`config.mk`:
```
export PLATFORM = sky130hd
export DESIGN_NAME = demux_1to4_reg_flat
export DESIGN_NICKNAME = d
export VERILOG_FILES = /design/src/rtl/demux_1to4_reg_if.sv /design/src/rtl/demux_1to4_reg.sv /design/src/flat_wrapper.sv
export SDC_FILE = /design/constraint.sdc
export NUM_CORES = 1
export LEC_CHECK = 0
export ABC_CLOCK_PERIOD_IN_PS = 1700
export BUFFER_PORTS_ARGS = -buffer_cell sky130_fd_sc_hd__buf_2
export CORE_ASPECT_RATIO = 1.5
export CORE_MARGIN = 5
export CORE_UTILIZATION = 47
export CTS_BUF_LIST = sky130_fd_sc_hd__clkbuf_4
export DETAILED_ROUTE_END_ITERATION = 10
export PLACE_DENSITY = 0.78
export SLEW_MARGIN = 20
export SYNTH_ARGS = -nofsm -noshare
export SYNTH_HDL_FRONTEND = slang
export SYNTH_SLANG_ARGS = --single-unit
```
`constraint.sdc`:
```
create_clock -name clk_i -period 1.7 [get_ports clk_i]
set_input_delay 0 -clock clk_i [delete_from_list [all_inputs] [get_ports clk_i]]
set_output_delay 0 -clock clk_i [all_outputs]
set_load 0.05 [all_outputs]
```
`src/rtl/demux_1to4_reg_if.sv`:
```
// demux_1to4_reg_if: producer-side stream plus four consumer-side ports of the registered 1-to-4 demux
//   data_i/select_i/bcast_i/valid_i/ready_o : input stream handshake
//   data00_o..data11_o/valid_o/ready_i      : per-port holding registers and handshakes
interface demux_1to4_reg_if #(parameter int size = 32);
    logic [size-1:0] data_i;
    logic [1:0]      select_i;
    logic            bcast_i;
    logic            valid_i;
    logic            ready_o;
    logic [size-1:0] data00_o;
    logic [size-1:0] data01_o;
    logic [size-1:0] data10_o;
    logic [size-1:0] data11_o;
    logic [3:0]      valid_o;
    logic [3:0]      ready_i;
    modport slave (
        input  data_i, select_i, bcast_i, valid_i, ready_i,
        output ready_o, data00_o, data01_o, data10_o, data11_o, valid_o
    );
    modport master (
        output data_i, select_i, bcast_i, valid_i, ready_i,
        input  ready_o, data00_o, data01_o, data10_o, data11_o, valid_o
    );
endinterface

```
`src/rtl/demux_1to4_reg.sv`:
```
// demux_1to4_reg: registered 1-to-4 demux with per-port one-entry slots, unicast or all-or-nothing broadcast
//   clk_i : clock, rising edge
//   rst_i : asynchronous reset, active-low
//   bus   : slave side of demux_1to4_reg_if (input stream and four output ports)
module demux_1to4_reg #(parameter int size = 32) (
    input logic             clk_i,
    input logic             rst_i,
    demux_1to4_reg_if.slave bus
);
    logic [size-1:0] r_data [4];
    logic [3:0]      r_valid;
    logic [3:0]      w_can;
    logic [3:0]      w_load;
    logic            w_ready;
    // a slot can take new data when empty or draining on this same edge
    assign w_can   = ~r_valid | bus.ready_i;
    assign w_ready = rst_i & (bus.bcast_i ? &w_can : w_can[bus.select_i]);
    assign w_load  = {4{bus.valid_i & w_ready}} & (bus.bcast_i ? 4'b1111 : 4'b0001 << bus.select_i);
    genvar k;
    generate
        for (k = 0; k < 4; k++) begin : g_slot
            always_ff @(posedge clk_i or negedge rst_i) begin
                if (!rst_i) begin
                    r_data[k]  <= '0;
                    r_valid[k] <= 1'b0;
                end else begin
                    if (w_load[k])
                        r_data[k] <= bus.data_i;
                    // load wins over drain, so back-to-back transfers keep valid high
                    r_valid[k] <= w_load[k] | (r_valid[k] & ~bus.ready_i[k]);
                end
            end
        end
    endgenerate
    assign bus.ready_o  = w_ready;
    assign bus.valid_o  = r_valid;
    assign bus.data00_o = r_data[0];
    assign bus.data01_o = r_data[1];
    assign bus.data10_o = r_data[2];
    assign bus.data11_o = r_data[3];
endmodule

```
`src/flat_wrapper.sv`:
```
// flat-port wrapper written by rule: the top's interface ports become plain ports
module demux_1to4_reg_flat 
#(parameter int size = 32)
  (clk_i, rst_i, bus_data_i, bus_select_i, bus_bcast_i, bus_valid_i, bus_ready_i, bus_ready_o, bus_data00_o, bus_data01_o, bus_data10_o, bus_data11_o, bus_valid_o);
  demux_1to4_reg_if #(.size(size)) bus_i ();
  input logic clk_i;
  input logic rst_i;
  input wire logic [$bits(bus_i.data_i)-1:0] bus_data_i;
  input wire logic [$bits(bus_i.select_i)-1:0] bus_select_i;
  input wire logic [$bits(bus_i.bcast_i)-1:0] bus_bcast_i;
  input wire logic [$bits(bus_i.valid_i)-1:0] bus_valid_i;
  input wire logic [$bits(bus_i.ready_i)-1:0] bus_ready_i;
  output wire logic [$bits(bus_i.ready_o)-1:0] bus_ready_o;
  output wire logic [$bits(bus_i.data00_o)-1:0] bus_data00_o;
  output wire logic [$bits(bus_i.data01_o)-1:0] bus_data01_o;
  output wire logic [$bits(bus_i.data10_o)-1:0] bus_data10_o;
  output wire logic [$bits(bus_i.data11_o)-1:0] bus_data11_o;
  output wire logic [$bits(bus_i.valid_o)-1:0] bus_valid_o;
  assign bus_i.data_i = bus_data_i;
  assign bus_i.select_i = bus_select_i;
  assign bus_i.bcast_i = bus_bcast_i;
  assign bus_i.valid_i = bus_valid_i;
  assign bus_i.ready_i = bus_ready_i;
  assign bus_ready_o = bus_i.ready_o;
  assign bus_data00_o = bus_i.data00_o;
  assign bus_data01_o = bus_i.data01_o;
  assign bus_data10_o = bus_i.data10_o;
  assign bus_data11_o = bus_i.data11_o;
  assign bus_valid_o = bus_i.valid_o;
  demux_1to4_reg #(.size(size)) u_core (.clk_i(clk_i), .rst_i(rst_i), .bus(bus_i));
endmodule
```
Word-level counts from Yosys, hierarchy flattened
Index checks and enable logic that the tools add are counted.
Cells by class
  muxes and demuxes: 4
  reductions and logical operators: 1
  shift-type cells: 1
  bitwise gates (word level): 17
  magnitude comparators: 1
Operators by type and width (count)
  $and A1 B1 Y1: 6
  $and A4 B4 Y4: 1
  $mux W4: 1
  $not A1 Y1: 4
  $not A4 Y4: 1
  $or A1 B1 Y1: 4
  $or A4 B4 Y4: 1
  $reduce_and A4 Y1: 1
  $shl A1 B2 Y4 const A: 1
  $lt A2 B3 Y1 const B: 1
  $bmux W1 S2: 1
  $mux W1: 2
Word-level totals
  output and inout bits: 133
  bits in registers: 132
  input bits: 42
  word-level logic and storage cells: 32

Longest topological paths before layout
  depth in word-level cells: 9
  gate-level depth with buffers: 6
  gate-level depth less buffers: 5

Worst setup path before layout
OpenSTA, ideal clock, no wires.
  path kind: reg2reg
  start point: register u_core.r_valid[1], in the netlist u_core.bus.valid_o[1]
  end point: register u_core.r_data (netlist bit u_core.bus.data10_o[0])
  stages on the path, launching flop included: 7
  data arrival time: 1.946 ns
  setup slack: -0.371 ns
  data required time: 1.575 ns
  setup time: 0.125 ns
  path buffers: 1
  cell sequence: dfrtp_1 nor2b_1 o21ai_2 nand3_4 nor4_4 buf_6 mux2_4
On the way
  longest elaborated chain between the ends: 8
  elaborated cells between the ends (all ways): 9
Ends and longest elaborated chain
  start: declaration: line demux_1to4_reg.sv:11  | logic [3:0] r_valid;
  start signal: indexed assignment: line demux_1to4_reg.sv:30  | r_valid[k] <= w_load[k] | (r_valid[k] & ~bus.ready_i[k]);
  $not A4 Y4 *: line demux_1to4_reg.sv:16  | assign w_can = ~r_valid | bus.ready_i;
  $or A4 B4 Y4 *: line demux_1to4_reg.sv:16
  $bmux W1 S2: line demux_1to4_reg.sv:17  | assign w_ready = rst_i & (bus.bcast_i ? &w_can : w_can[bus.select_i]);
  $mux W1 (implied by the code): line demux_1to4_reg.sv:17
  $mux W1 *: line demux_1to4_reg.sv:17
  $and A1 B1 Y1 *: line demux_1to4_reg.sv:17
  $and A1 B1 Y1 *: line demux_1to4_reg.sv:18  | assign w_load = {4{bus.valid_i & w_ready}} & (bus.bcast_i ? 4'b1111 : 4'b0001 << bus.select_i);
  $and A4 B4 Y4 *: line demux_1to4_reg.sv:18
  end signal: indexed assignment: line demux_1to4_reg.sv:28  | r_data[k] <= bus.data_i;
  end: declaration: line demux_1to4_reg.sv:10  | logic [size-1:0] r_data [4];
Every way passes the cells marked *; elsewhere a longest branch is shown, timed or not. The select of a mux whose other input is x is not followed.
A chain may end at the register's enable or synchronous reset.

Final worst setup path
  start point: register u_core.r_valid[0], in the netlist u_core.bus.valid_o[0]
  end point: register u_core.r_data (netlist bit u_core.bus.data10_o[3])
Same word-level chain as after synthesis.

==> flow_summary.yaml <==
global_routing:
  grt_max_degree: 133
  grt_pass1_vias: 4045
  antenna_found_initial: 0
  overflow: 0
  grt_first_pass_wirelength_mm: 22.0
  grt_usage: 0.215
setup_path:
  end_kind: "register"
  path_max_fanout: 8
  setup.worst_path.class: "reg -> reg"
  startpoint_type: "register"
  arrival_ns: 2.23
  crit_required_ns: 2.09
sta:
  min_period_over_period: 1.08
  min_period_ns: 1.83
  max_freq_ghz: 0.545
  setup_ws_ns: -0.134
  maxSlewViolCount: 0
  worstMarginPinSlew_ns: 0.703
  maxSlewHeadroom: 0.531
  finalHoldViolCount: 0
  setup-violations-final: 122
  rsz0062_at_grt: "yes"
  skew_ns: 0.0169
die:
  rows: 47
  die_h_um: 139
  fp.dieW_um: 95.8
  io_pins: 175
  dieArea_sq_mm: 0.0133
  initial_core_util: 0.474
  coreArea_sq_mm: 0.0109
drt:
  wl_per_cell_um: 20.6
  top_layer: "met4"
  wl_met1_mm: 5.77
  drtIter0Drc: 76
  route.met2.wl_mm: 7.73
  first_pass_iters: 4
  vias: 3593
  drc: 0
  routed_wl_mm: 14.7
  final_antenna_net_count: 0
  wl_met3_um: 811
  via_per_inst: 5.03
clocking:
  cts_sinks: 132
  cts_buffer_depth: 2
  cts_buffers: 17
  cts_tree: "built"
  cts_root_buffer: "clkbuf_4"
  path_clk_slew_ns: 0.13
  cts_max_level: 4
  clk_latency_ns: 0.51
status:
  violations: "negative setup slack"
  outcome: "finished, violations left"
synth:
  synth_area_leaders: "dfrtp_1 64%, mux2_2 20%, mux2_4 8.7%, buf_4 1.3%, mux2_1 1.3%"
  synthesis.instances: 299
  netlist.area_leader.share: 0.636
  syn_area_per_cell_sq_um: 17.4
  syn_nets: 341
  yosysSeqAreaShare: 0.636
  ys_seq_elements: 132
  synth.cell_area_sq_mm: 0.00519
  yosysTopAreaCell: "dfrtp_1"
  synthDistinctLibCells: 23
  yosys_warnings: 0
pwr:
  vdd_drop_max_mv: 1.18
  power.leakage_nw: 3.84
  power_density_mw_per_mm2: 1630
cells_and_area:
  fillCellCount: 711
  finalNetCount: 596
  layout-drive-gt1-share: 0.684
  multi_input_area_sq_mm: 0.00217
  diodes: 0
  finish.utilization: 0.710
  syn2layout_area_growth_pct: 49.7
  final-seq-area_sq_mm: 0.00331
  stdcell_area_sq_mm: 0.00777
placement:
  gp_congestion: 0.755
  portBuffers: 174
  post_dp_cell_area_sq_mm: 0.00670
  hpwlAfterDp_mm: 9.02
min_path:
  min_path_type: "in -> reg"
flow_run:
  maxCapViolations: 0
-- cell usage in the layout, fill, tap and decap left out --
master         Yosys  final
dlygate4sd3_1      0     39
buf_16             0      1
clkbuf_4           0     17
nor2b_1            3      1
o21ai_2            1      1
o21ai_4            1      1
o41ai_1            1      1
nor2_4             0      1
clkbuf_16          0      7
buf_8              0      1
o21bai_1           1      1
mux2_2            92      1
nor3_4             3      3
nor2b_4            0      2
clkinvlp_4         0      3
a21o_1             2      2
o21ai_0            1      1
mux2_4            30    127
nand2b_4           0      1
clkinv_4           0      5
clkinv_2           0      1
dfrtp_1          132    129
nor4_4             1      1
buf_12             0     10
inv_6              0      6
buf_4              9      7
nand3_2            1      1
buf_6              3     11
nand3_4            1      1
nand2_1            3      2
nand2_2            0      1
buf_2              0    172
dfrtp_2            0      3
a21oi_2            1      1
inv_1              3      3
or2_2              2      2
-- state kept, by name, indices dropped and copies added (netlist names) --
name / cells
u_core.bus.data00_o: 32
u_core.bus.data01_o: 32
u_core.bus.data10_o: 32
u_core.bus.data11_o: 32
u_core.bus.valid_o: 4
-- area by class of cell --
type | instances | share of cell area
Tap cell | 147 | 0.0237
Sequential cell | 132 | 0.426
Clock inverter | 15 | 0.0159
Clock buffer | 17 | 0.0164
Multi-Input combinational cell | 152 | 0.279
Inverter | 3 | 0.00145
Timing Repair Buffer | 248 | 0.238
-- worst max-delay path, cell delays in order (launching register included) --
cell     delay [ns]
dfrtp_2        0.43
nor2b_4        0.13
nand2_2        0.08
o21ai_4        0.11
nor4_4         0.29
buf_6          0.21
buf_12         0.16
mux2_4         0.30
-- stage by stage --
stage | TNS (ns) | total power, mW | hold slack (ns) | std cells | worst slack (ns)
floorplan | -16.16 | 9.05 | -0.296 | 299 | -0.272
global placement | -4.12 | 10.4 | 0.198 | 622 | -0.0838
detailed placement | -9.07 | 10.5 | 0.220 | 622 | -0.134
CTS | -11.25 | 12.6 | 0.0271 | 700 | -0.150
global route | -19.27 | 13.1 | 0.0734 | 714 | -0.218
finish | -9.61 | 12.7 | 0.0753 | 714 | -0.134
-- metal layers --
layer / up-vias / global-route usage
met5: - / 0
met4: 0 / 0.0750
met3: 32 / 0.0570
met2: 149 / 0.356
met1: 1847 / 0.268
li1: 1565 / -
-- what timing repair did --
item                       in CTS  in global routing
resized for setup              13                 16
setup buffers                   4                  8
setup endpoints to repair     129                129
gates cloned                    3                  8
hold buffers                   39                  0
pin swaps                       1                  3
hold endpoints to repair      264                  0
-- power by group --
part | switching, mW | internal [mW] | leakage [nW] | total [mW]
Combinational | 4.18 | 2.02 | 2.15 | 6.20
Sequential | 0.545 | 4.01 | 1.56 | 4.55
Clock | 1.29 | 0.612 | 0.130 | 1.90
-- cells in the mapped netlist --
library cell and number:
dfrtp_1 132, inv_1 3, nand3_4 1, buf_6 3, o21bai_1 1, mux2_1 6
a21o_1 2, o21ai_2 1, o21ai_0 1, a21oi_2 1, nor4_4 1, nor3_4 3
or2_2 2, nand3_2 1, nor2_1 1, mux2_4 30, buf_4 9, nand2b_1 1
nand2_1 3, o21ai_4 1, mux2_2 92, nor2b_1 3, o41ai_1 1
-- path summary, 6_finish.rpt --
kind	cells past startpoint	endpoint	startpoint	slack [ns]
worst max-delay path	7	u_core.bus.data10_o[3]	u_core.bus.valid_o[0]	-0.13
worst min-delay path	3	u_core.bus.valid_o[2]	bus_select_i[1]	0.08
worst max register to register	7	u_core.bus.data10_o[3]	u_core.bus.valid_o[0]	-0.13
worst min register to register	1	u_core.bus.data00_o[9]	u_core.bus.data00_o[9]	0.52
max in group asynchronous	3	u_core.bus.data00_o[3]	rst_i	0.99
min in group asynchronous	3	u_core.bus.data11_o[4]	rst_i	0.14
-- logic make-up (layout without fill, tap and decap cells) --
group                  count (synthesis)  in the layout  share of synthesized area
flip-flops                           132            132                      0.636
multiplexers                         128            128                      0.299
AO/OA/AOI/OAI                          8              8                     0.0135
AND/OR/NAND/NOR                       16             16                     0.0289
buffers and inverters                 15            283                     0.0217
Power figures use the tool's default switching activity.
